==> config.mk <==
export PLATFORM = sky130hd
export DESIGN_NAME = i2c_target
export DESIGN_NICKNAME = d
export VERILOG_FILES = /design/src/rtl/i2c_pkg.sv /design/src/rtl/i2c_line_sync.sv /design/src/rtl/i2c_target.sv
export SDC_FILE = /design/constraint.sdc
export NUM_CORES = 1
export LEC_CHECK = 0
export CAP_MARGIN = 40
export CELL_PAD_IN_SITES_DETAIL_PLACEMENT = 1
export CELL_PAD_IN_SITES_GLOBAL_PLACEMENT = 2
export CORE_ASPECT_RATIO = 0.7
export CORE_MARGIN = 1
export CORE_UTILIZATION = 34
export DETAILED_ROUTE_END_ITERATION = 10
export GPL_TIMING_DRIVEN = 0
export PLACE_DENSITY = 0.84
export SYNTH_ARGS = -nofsm -noshare
export SYNTH_HDL_FRONTEND = slang
export SYNTH_SLANG_ARGS = --single-unit
==> constraint.sdc <==
create_clock -name clk -period 2.1 [get_ports clk]
set_input_delay 0.42 -clock clk [delete_from_list [all_inputs] [get_ports clk]]
set_output_delay 0.42 -clock clk [all_outputs]
set_load 0.02 [all_outputs]
==> src/rtl/i2c_pkg.sv <==
// Shared I2C definitions for the controller FSM and the target.
package i2c_pkg;

    typedef enum logic [3:0] {
        ST_IDLE,
        ST_ADDR,
        ST_ADDR_ACK,
        ST_WR_DATA,
        ST_WR_ACK,
        ST_RD_LOAD,
        ST_RD_DATA,
        ST_RD_ACK,
        ST_IGNORE
    } i2c_tgt_state_t;

    localparam logic I2C_RW_WRITE = 1'b0;
    localparam logic I2C_RW_READ  = 1'b1;
    localparam logic I2C_ACK      = 1'b0;
    localparam logic I2C_NACK     = 1'b1;

    localparam logic [3:0] I2C_BYTE_BITS = 4'd8;

    function automatic logic addr_match(input logic [7:0] addr_byte, input logic [6:0] addr);
        return addr_byte[7:1] == addr;
    endfunction

endpackage

==> src/rtl/i2c_line_sync.sv <==
// SCL/SDA synchronizers with registered edge and START/STOP detection.
module i2c_line_sync (
    input  logic clk,
    input  logic reset,
    input  logic scl_i,
    input  logic sda_i,
    output logic scl_rise,
    output logic scl_fall,
    output logic start_det,
    output logic stop_det,
    output logic sda_s
);

    logic [1:0] scl_sync;
    logic [1:0] sda_sync;
    logic       scl_prev;
    logic       sda_prev;

    // Lines reset to the idle-high level so no edge is seen coming out of reset.
    always_ff @(posedge clk) begin
        if (reset) begin
            scl_sync  <= 2'b11;
            sda_sync  <= 2'b11;
            scl_prev  <= 1'b1;
            sda_prev  <= 1'b1;
            scl_rise  <= 1'b0;
            scl_fall  <= 1'b0;
            start_det <= 1'b0;
            stop_det  <= 1'b0;
            sda_s     <= 1'b1;
        end else begin
            scl_sync  <= {scl_sync[0], scl_i};
            sda_sync  <= {sda_sync[0], sda_i};
            scl_prev  <= scl_sync[1];
            sda_prev  <= sda_sync[1];
            scl_rise  <= scl_sync[1] & ~scl_prev;
            scl_fall  <= ~scl_sync[1] & scl_prev;
            start_det <= scl_sync[1] & scl_prev & sda_prev & ~sda_sync[1];
            stop_det  <= scl_sync[1] & scl_prev & ~sda_prev & sda_sync[1];
            sda_s     <= sda_sync[1];
        end
    end

endmodule

==> src/rtl/i2c_target.sv <==
// I2C target: 7-bit address match, byte write/read through a strobe handshake.
// Define I2C_TGT_STRETCH_EN to stretch SCL while waiting for read data.
module i2c_target #(
    parameter logic [6:0] ADDR = 7'h42
) (
    input  logic       clk,
    input  logic       reset,
    input  logic       scl_i,
    input  logic       sda_i,
    output logic       sda_oe,
    output logic       scl_oe,
    output logic [7:0] rx_data,
    output logic       rx_valid,
    output logic       tx_req,
    input  logic [7:0] tx_data,
    input  logic       tx_valid,
    output logic       nack_tick,
    output logic       busy
);

    import i2c_pkg::*;

    logic scl_rise;
    logic scl_fall;
    logic start_det;
    logic stop_det;
    logic sda_s;

    i2c_line_sync u_line_sync (
        .clk       (clk),
        .reset     (reset),
        .scl_i     (scl_i),
        .sda_i     (sda_i),
        .scl_rise  (scl_rise),
        .scl_fall  (scl_fall),
        .start_det (start_det),
        .stop_det  (stop_det),
        .sda_s     (sda_s)
    );

    i2c_tgt_state_t state;
    logic [3:0]     bit_cnt;
    logic [7:0]     shift_reg;
    logic [7:0]     tx_shift;
    logic           rw;
    logic           ack_seen;

`ifdef I2C_TGT_STRETCH_EN
    logic scl_hold;
    assign scl_oe = scl_hold;
`else
    assign scl_oe = 1'b0;
`endif

    // STOP and START override every state; otherwise bits move on the synchronized SCL edges.
    always_ff @(posedge clk) begin
        if (reset) begin
            state     <= ST_IDLE;
            bit_cnt   <= 4'd0;
            shift_reg <= 8'h00;
            tx_shift  <= 8'hFF;
            rw        <= I2C_RW_WRITE;
            ack_seen  <= 1'b0;
            sda_oe    <= 1'b0;
            rx_data   <= 8'h00;
            rx_valid  <= 1'b0;
            tx_req    <= 1'b0;
            nack_tick <= 1'b0;
            busy      <= 1'b0;
`ifdef I2C_TGT_STRETCH_EN
            scl_hold  <= 1'b0;
`endif
        end else begin
            rx_valid  <= 1'b0;
            tx_req    <= 1'b0;
            nack_tick <= 1'b0;
`ifdef I2C_TGT_STRETCH_EN
            scl_hold  <= 1'b0;
`endif
            if (stop_det) begin
                state   <= ST_IDLE;
                bit_cnt <= 4'd0;
                sda_oe  <= 1'b0;
                busy    <= 1'b0;
            end else if (start_det) begin
                state   <= ST_ADDR;
                bit_cnt <= 4'd0;
                sda_oe  <= 1'b0;
            end else begin
                case (state)
                    ST_IDLE, ST_IGNORE: begin
                        sda_oe <= 1'b0;
                    end

                    ST_ADDR: begin
                        if (scl_rise && bit_cnt != I2C_BYTE_BITS) begin
                            shift_reg <= {shift_reg[6:0], sda_s};
                            bit_cnt   <= bit_cnt + 4'd1;
                        end else if (scl_fall && bit_cnt == I2C_BYTE_BITS) begin
                            bit_cnt <= 4'd0;
                            if (addr_match(shift_reg, ADDR)) begin
                                state  <= ST_ADDR_ACK;
                                rw     <= shift_reg[0];
                                sda_oe <= ~I2C_ACK;
                                busy   <= 1'b1;
                            end else begin
                                state  <= ST_IGNORE;
                                sda_oe <= 1'b0;
                                busy   <= 1'b0;
                            end
                        end
                    end

                    ST_ADDR_ACK: begin
                        if (scl_fall) begin
                            sda_oe  <= 1'b0;
                            bit_cnt <= 4'd0;
                            state   <= (rw == I2C_RW_WRITE) ? ST_WR_DATA : ST_RD_LOAD;
                            tx_req  <= (rw == I2C_RW_READ);
                        end
                    end

                    ST_WR_DATA: begin
                        if (scl_rise && bit_cnt != I2C_BYTE_BITS) begin
                            shift_reg <= {shift_reg[6:0], sda_s};
                            bit_cnt   <= bit_cnt + 4'd1;
                            if (bit_cnt == I2C_BYTE_BITS - 4'd1) begin
                                rx_data  <= {shift_reg[6:0], sda_s};
                                rx_valid <= 1'b1;
                            end
                        end else if (scl_fall && bit_cnt == I2C_BYTE_BITS) begin
                            sda_oe <= ~I2C_ACK;
                            state  <= ST_WR_ACK;
                        end
                    end

                    ST_WR_ACK: begin
                        if (scl_fall) begin
                            sda_oe  <= 1'b0;
                            bit_cnt <= 4'd0;
                            state   <= ST_WR_DATA;
                        end
                    end

                    // The MSB goes out as soon as the byte arrives; later bits follow scl_fall.
                    ST_RD_LOAD: begin
`ifdef I2C_TGT_STRETCH_EN
                        if (tx_valid) begin
                            tx_shift <= tx_data;
                            sda_oe   <= ~tx_data[7];
                            bit_cnt  <= 4'd0;
                            state    <= ST_RD_DATA;
                            scl_hold <= scl_hold;
                        end else begin
                            scl_hold <= 1'b1;
                        end
`else
                        if (scl_rise) begin
                            tx_shift <= 8'hFF;
                            sda_oe   <= 1'b0;
                            bit_cnt  <= 4'd1;
                            state    <= ST_RD_DATA;
                        end else if (tx_valid) begin
                            tx_shift <= tx_data;
                            sda_oe   <= ~tx_data[7];
                            bit_cnt  <= 4'd0;
                            state    <= ST_RD_DATA;
                        end
`endif
                    end

                    ST_RD_DATA: begin
                        if (scl_rise && bit_cnt != I2C_BYTE_BITS) begin
                            bit_cnt <= bit_cnt + 4'd1;
                        end else if (scl_fall) begin
                            if (bit_cnt == I2C_BYTE_BITS) begin
                                sda_oe   <= 1'b0;
                                ack_seen <= 1'b0;
                                state    <= ST_RD_ACK;
                            end else begin
                                sda_oe   <= ~tx_shift[6];
                                tx_shift <= {tx_shift[6:0], 1'b1};
                            end
                        end
                    end

                    ST_RD_ACK: begin
                        if (scl_rise) begin
                            if (sda_s == I2C_NACK) begin
                                nack_tick <= 1'b1;
                                state     <= ST_IGNORE;
                            end else begin
                                ack_seen <= 1'b1;
                            end
                        end else if (scl_fall && ack_seen) begin
                            bit_cnt <= 4'd0;
                            tx_req  <= 1'b1;
                            state   <= ST_RD_LOAD;
                        end
                    end

                    default: begin
                        state  <= ST_IDLE;
                        sda_oe <= 1'b0;
                    end
                endcase
            end
        end
    end

endmodule
======== Word level (Yosys, flattened, before mapping) ========
Index checks and enable logic that the tools add are counted.
operators by class
  bitwise operators ....................... 20
  $add $sub $neg .......................... 1
  muxes and demuxes ....................... 57
  reductions and logical operators ........ 25
  eq/ne operators ......................... 45
operators with widths
  kind                                                                      number
  4-bit two-way mux                                                         23
  7-bit two-way mux                                                         5
  4-bit case mux with 8 select lines                                        1
  13-bit AND reduction                                                      2
  3-bit by 2-bit inequality test with 1-bit output (second input constant)  8
  1-bit two-way mux                                                         22
  4-bit by 3-bit equality test with 1-bit output (second input constant)    5
  2-bit inequality test (second input constant)                             10
  4-bit case mux with 5 select lines                                        1
  2-bit by 1-bit inequality test with 1-bit output (second input constant)  7
  7-bit case mux with 2 select lines                                        1
  7-bit AND reduction                                                       2
  1-bit inverter                                                            13
  2-bit OR reduction                                                        5
  5-bit OR reduction                                                        2
  3-bit by 1-bit inequality test with 1-bit output (second input constant)  3
  9-bit AND reduction                                                       1
  4-bit by 2-bit equality test with 1-bit output (second input constant)    2
  4-bit equality test (second input constant)                               2
  4-bit by 2-bit inequality test with 1-bit output (second input constant)  2
  4-bit inequality test (second input constant)                             2
  4-bit AND reduction                                                       2
  8-bit AND reduction                                                       1
  1-bit bitwise AND                                                         7
  14 further kinds                                                          19
storage, ports and cells
  register bits ........................... 48
  input bits .............................. 13
  word-level logic and storage cells ...... 169
  output and inout bits ................... 14

======== Longest topological paths before layout ========
Gate-level depths: netlist of run 1.
  depth in word-level cells ............... 6
  gate-level depth with buffers ........... 8
  gate-level depth less buffers ........... 7

======== Modules after synthesis ========
From an unflattened synthesis of run 1, not the netlist that was laid out.
unflattened totals
  cells, all modules ...................... 268
  area total of the unflattened synthesis .. 2466.1 µm²
by module, submodules not included
  module         times used  area each (µm²)  seq. area each (µm²)  cells an instance
  i2c_target     1           2165.8           760.7                 246
  i2c_line_sync  1           300.3            200.2                 22

======== Least setup slack after synthesis of run 1 ========
Ideal clock, no wire load.
  path kind ............................... reg-to-reg
  start ................................... reg bit_cnt[0]
  end ..................................... reg tx_shift[5]
  buffers on the path ..................... 1
  path slack .............................. 0.170 ns
  arrival ................................. 1.811 ns
  cell stages (with the launch flop) ...... 9
  required time ........................... 1.980 ns
  cell sequence ........................... dfxtp_1 -> inv_1 -> ha_1 -> nand3b_1 -> a21boi_0 -> o2111ai_1 -> clkbuf_1 -> a211oi_1 -> a211o_1
between the ends
  longest elaborated chain between the ends .. 4
  elaborated cells on any way between the ends .. 6
  those cells by class .................... eq/ne: 4; reduce/logical: 2
ends and longest elaborated chain
  element                                 line               text
  start: declaration                      i2c_target.sv:42   logic [3:0] bit_cnt;
  start signal: assignment                i2c_target.sv:98   bit_cnt <= bit_cnt + 4'd1;
  start signal: assignment                i2c_target.sv:126  bit_cnt <= bit_cnt + 4'd1;
  start signal: assignment                i2c_target.sv:174  bit_cnt <= bit_cnt + 4'd1;
  4-bit inequality test                   i2c_target.sv:173  if (scl_rise && bit_cnt != I2C_BYTE_BITS) begin
  1-bit logical AND                       i2c_target.sv:173
  2-bit inequality test (no source line)  n/a
  7-bit AND reduction (no source line) *  n/a
  end signal: assignment                  i2c_target.sv:164  tx_shift <= tx_data;
  end signal: assignment                  i2c_target.sv:182  tx_shift <= {tx_shift[6:0], 1'b1};
  end: declaration                        i2c_target.sv:44   logic [7:0] tx_shift;
Mark *: on every way between the ends. The rest lies on a longest branch, timed or not.
A chain may end at the register's enable or synchronous reset.

======== Final worst setup path of run 1 ========
  start ................................... reg state[2]
  end ..................................... reg rw
between the ends
  longest elaborated chain between the ends .. 2
ends and longest elaborated chain
  element                                         line               text
  start: declaration                              i2c_target.sv:41   i2c_tgt_state_t state;
  start signal: assignment                        i2c_target.sv:118  state <= (rw == I2C_RW_WRITE) ? ST_WR_DATA : ST_RD_LOAD;
  4-bit by 1-bit equality test with 1-bit output  i2c_target.sv:90   case (state)
  6-bit AND reduction (no source line)            n/a
  end signal: assignment                          i2c_target.sv:103  rw <= shift_reg[0];
  end: declaration                                i2c_target.sv:45   logic rw;
No other way between the ends.

==> flow_summary.yaml, run 1 <==
critical_path:
  ff2ff_path_depth: 7
  crit_type: "flop to flop"
  crit_buf_inv: 2
  required_ps: 2290
  critical_path.slowest_cell: "or4b_4"
  critPathMaxFanout: 10
  arrival_ps: 2230
  max_stage_delay_ps: 540
  cp_num_cells: 7
  cp_top_family: "simple AND/OR/NAND/NOR gates"
  crit_chain: "buf_6, buf_2, or4b_4, nor3_2, nand3b_1, mux2i_1, nor2_1"
  worst_setup_path_start_kind: "flop"
  cp-end-kind: "flop"
synth:
  synth_top_area_share_pct: 40.0
  ys_top_cells_by_count: "dfxtp_1, nor2_1, mux2i_1"
  synth_cell_types: 57
  yosys_register_bits: 48
  syn_area_um2: 2400
  mappedNetlistNets: 287
  synth_seq_area_share_pct: 40.0
  synth_edf_count: 0
  synth_top_flop_cell: "dfxtp_1"
  avgSynthCellArea_um2: 8.83
  synth_cells: 272
  yosysWarnings: 0
  asyncSetResetFlopFracSynth_pct: 0
  yosys.area.top_type: "dfxtp_1"
  synth.most_common_cell: "dfxtp_1"
  synth_area_leaders: "dfxtp_1, mux2i_1, nor2_1, a211oi_1, nor3_1"
sta:
  finalCritPeriodShare_pct: 97.0
  worst_slew_pin_slew_ps: 786
  fin_skew_ps: 6.58
  setup_slack_ps: 62.4
  tns_ps: 0
  drv_slew: 0
  setup_viol: 0
  finalHoldViolCount: 0
  post-route-min-period_ps: 2040
  maxSlewHeadroom_pct: 47.2
  clock.fmax_ghz: 0.491
flow_run:
  cap_violations: 0
detailed_routing:
  dr.pass1.iters: 4
  avgRoutedWirePerCell_um: 17.0
  drcViolationCount: 0
  routed_wl_um: 6840
  vias_per_cell: 5.38
  drt_iter0_drc: 150
  ant_nets: 0
  vias: 2163
place:
  pre_cts_slack_ps: -320
  dp_hpwl_um: 4920
  gp_congestion: 0.858
  io_buffers: 24
global_routing:
  gr-total-overflow: 0
  grt_max_degree: 17
  grt_pass1_vias: 2163
  grt_pass1_wl_um: 11200
  grt_usage_pct: 19.9
  antenna_found_initial: 0
finish:
  area_delta_synth_final_pct: 24.5
  diodes: 0
  utilization_pct: 44.1
  drive_gt1_share_pct: 15.3
  final_nets: 322
clocking:
  clk_pin_slew_ps: 100
  cts_buffers: 5
  clk_path_buf_depth: 2
  cts_tree: "yes"
  hold_buffers: 0
  cts_num_sinks: 48
  cts-root-buf: "clkbuf_8"
  insertion_delay_ps: 310
  htree_levels: 2
die:
  dieHeight_um: 72.3
  io_pins: 27
  die_area_um2: 7410
  rows: 25
  coreArea_um2: 6790
  floorplan.initialDensity_pct: 35.4
  fp.dieW_um: 102
power_and_ir_drop:
  ir_worst_vdd_mv: 0.276
  total_power_uw: 1870
  power_density_nw_per_um2: 625
  p_leak_uw: 0.00115
min_path:
  worstHoldPathCells: 1
  hp-class: "flop to flop"
outcome:
  status: "complete, no violations"
## cell usage in the layout, fill, tap and decap left out, types with 3 or more instances in the layout
| master | netlist | final |
|---|---|---|
| a211o_1 | 6 | 6 |
| a211oi_1 | 8 | 7 |
| a21oi_1 | 8 | 8 |
| buf_2 | 7 | 6 |
| buf_4 | 2 | 5 |
| clkbuf_1 | 8 | 5 |
| clkbuf_8 | 0 | 5 |
| clkdlybuf4s50_1 | 0 | 24 |
| dfxtp_1 | 48 | 45 |
| dfxtp_2 | 0 | 3 |
| inv_1 | 8 | 8 |
| mux2i_1 | 22 | 22 |
| nand2_1 | 12 | 12 |
| nand2b_1 | 4 | 4 |
| nand3_1 | 3 | 3 |
| nand3b_1 | 4 | 4 |
| nand4_1 | 3 | 3 |
| nand4b_1 | 3 | 3 |
| nor2_1 | 42 | 42 |
| nor2b_1 | 7 | 7 |
| nor3_1 | 11 | 11 |
| nor3b_1 | 3 | 3 |
| o211ai_1 | 3 | 3 |
| o21ai_0 | 6 | 6 |
| o31ai_1 | 3 | 3 |
| or2_2 | 7 | 7 |
## report_power, final
| group | switching (uW) | internal (uW) |
|---|---|---|
| clock | 359 | 480 |
| sequential | 8.13 | 918 |
| combinational | 54.9 | 47.6 |
| total | 422 | 1450 |
## routing by layer
metal | global-route usage [%] | up-vias | wire [um]
li1 | - | 1041 | -
met1 | 28.5 | 1068 | 3480
met2 | 30.1 | 46 | 2960
met3 | 5.11 | 8 | 352
met4 | 3.97 | 0 | 55
met5 | 0 | - | 0
## path summary, 6_finish.rpt
path | from | to | slack [ps]
worst max-delay path | state[2] | rw | 60
worst min-delay path | u_line_sync.sda_sync[0] | u_line_sync.sda_sync[1] | 420
worst max register to register | state[2] | rw | 60
worst min register to register | u_line_sync.sda_sync[0] | u_line_sync.sda_sync[1] | 420
## per-stage QoR
stage | instance area [um^2] | hold slack, ps | instances
after floorplan | 2400 | 389 | 272
after global placement | 2760 | 390 | 390
after detailed placement | 2760 | 397 | 390
after CTS | 2930 | 421 | 400
after global routing | 2990 | 440 | 402
final | 2990 | 416 | 402
## final cells by class
cell class | instances | area (um^2)
Inverter | 8 | 30.0
Clock inverter | 3 | 68.8
Multi-Input combinational cell | 196 | 1340
Tap cell | 94 | 118
Timing Repair Buffer | 29 | 290
Sequential cell | 48 | 965
Buffer | 19 | 106
Clock buffer | 5 | 68.8
Fill cell | 826 | 3800
## cell families after synthesis
kind of cell | Yosys count | share of synthesized area (%)
adders and majority gates | 2 | 1.04
muxes | 22 | 9.17
buffers and inverters | 28 | 5.37
xor gates and xnor gates | 1 | 1.15
and+or+nand+nor | 116 | 26.4
AOI/OAI and AO/OA | 54 | 16.7
DFF | 48 | 40.0
other | 1 | 0.156
## repair_timing
action,in CTS,in global routing
hold endpoints to repair,0,0
setup endpoints to repair,10,17
gates resized for setup,6,10
buffers inserted,2,3
pin swaps,1,3
gates cloned,0,0
Power figures use the tool's default switching activity.
==> inputs of run 2 (changes only) <==
--- a/config.mk
+++ b/config.mk
@@ -12,7 +12,6 @@
 export CORE_MARGIN = 1
 export CORE_UTILIZATION = 34
 export DETAILED_ROUTE_END_ITERATION = 10
-export GPL_TIMING_DRIVEN = 0
 export PLACE_DENSITY = 0.84
 export SYNTH_ARGS = -nofsm -noshare
 export SYNTH_HDL_FRONTEND = slang
==> flow_summary.yaml, run 2 (synthesis gave the netlist of run 1 again) <==
sta:
  clock.fmax_ghz: 0.513
  setup_viol: 0
  tns_ps: 0
  finalCritPeriodShare_pct: 92.9
  fin_skew_ps: 4.97
  finalHoldViolCount: 0
  drv_slew: 0
  hold_slack_ps: 420
  post-route-min-period_ps: 1950
  rsz0062_at_grt: "no"
critical_path:
  cp-end-kind: "flop"
  critPathMaxFanout: 11
  worst_setup_path_start_kind: "flop"
  required_ps: 2280
  arrival_ps: 2140
  ff2ff_path_depth: 6
  crit_type: "flop to flop"
power_and_ir_drop:
  power_density_nw_per_um2: 544
  seq_power_share_pct: 57.3
  ir_worst_vdd_mv: 0.244
  power_frac_comb_pct: 6.7
  p_leak_uw: 0.00116
  p_switching_uw: 379
  p_clk_share_pct: 36.0
  switching_share_pct: 23.5
  p_int_uw: 1230
place:
  gp_congestion: 0.821
  io_buffers: 25
  dp_hpwl_um: 4830
die:
  io_pins: 27
  dieHeight_um: 72.3
  die_area_um2: 7410
  floorplan.initialDensity_pct: 35.4
  coreArea_um2: 6790
  rows: 25
  fp.dieW_um: 102
global_routing:
  grt_max_degree: 23
  antenna_found_initial: 0
  gr-total-overflow: 0
  grt_pass1_vias: 2065
  grt_usage_pct: 18.6
  grt_pass1_wl_um: 10600
finish:
  final_common_cell: "dfxtp_1"
  final_cell_mix: "dfxtp_1, nor2_1, buf_4, clkdlybuf4s50_1, mux2i_1"
  final_nets: 325
  drive_gt1_share_pct: 15.5
  diodes: 0
  area_delta_synth_final_pct: 23.4
detailed_routing:
  ant_nets: 0
  vias_per_cell: 5.20
  drcViolationCount: 0
  drt_iter0_drc: 73
  avgRoutedWirePerCell_um: 15.8
  dr.pass1.iters: 4
  routed_wl_um: 6370
  vias: 2100
min_path:
  hp-class: "flop to flop"
  worstHoldPathCells: 1
clocking:
  htree_levels: 2
  clk_path_buf_depth: 2
  cts-root-buf: "clkbuf_8"
  cts_num_sinks: 48
  cts_buffers: 5
  clk_pin_slew_ps: 90
  cts_tree: "yes"
  hold_buffers: 0
  insertion_delay_ps: 300
flow_run:
  cap_violations: 0
outcome:
  status: "complete, no violations"
==> run 2: changes by cell type in the layout (fill, tap and decap cells not counted), sizes merged <==
cell	change
buf	+10
bufinv	-2
clkbuf	-7
clkdlybuf4s50	+1
clkinv	+1
inv	-1
==> run 2: layout make-up <==
type	count	area, um^2
multi-input combinational	196	1310
fill	813	3820
tap	94	118
clock inverter	1	8.76
inverter	8	30.0
clock buffer	6	82.6
timing repair buffer	51	445
sequential	48	966
==> run 2: timing repair <==
| action | CTS | global route |
|---|---|---|
| gates resized for setup | 0 | 5 |
| setup buffers | 0 | 0 |
| endpoints found under the setup margin | 0 | 13 |
==> run 2: power by group through the flow <==
stage	clock [uW]	combinational [uW]	sequential, uW
after detailed placement	0	107	947
after CTS	598	108	926
after global placement	0	106	947
after global routing	633	118	926
after floorplan	0	56.7	945
final	580	108	924
==> run 2: metrics by stage <==
stage / cell area, um^2 / power [uW] / std cells / utilization, % / setup slack [ps]
6_report: 2960 / 1610 / 404 / 43.6 / 149
5_1_grt: 2960 / 1680 / 404 / 43.6 / 12.2
4_1_cts: 2960 / 1630 / 404 / 43.6 / 38.2
3_5_place_dp: 2870 / 1050 / 397 / 42.2 / 42.0
3_3_place_gp: 2870 / 1050 / 397 / 42.2 / 55.3
2_1_floorplan: 2400 / 1000 / 272 / - / 170
==> run 2: path summary, 6_finish.rpt <==
| kind | endpoint | slack (ps) | start |
|---|---|---|---|
| worst max register to register | state[3] | 150 | state[0] |
| worst min-delay path | u_line_sync.sda_sync[1] | 420 | u_line_sync.sda_sync[0] |
| worst min register to register | u_line_sync.sda_sync[1] | 420 | u_line_sync.sda_sync[0] |
| worst max-delay path | state[3] | 150 | state[0] |
==> run 2: routing by layer <==
layer  GRT usage, %  wire length [um]  up-vias
met5              0                 0        -
met4           4.29                44        0
met3           2.89               331        4
met2           25.8              2650       43
met1           29.6              3340      999
li1               -                 -     1054
==> run 2: critical path, cell delays in order, from the launching register on <==
cell      delay (ps)
dfxtp_1          410
buf_4            220
or3b_1           360
a221oi_1         330
or4_1            260
mux2i_1          210
nor2_1            50
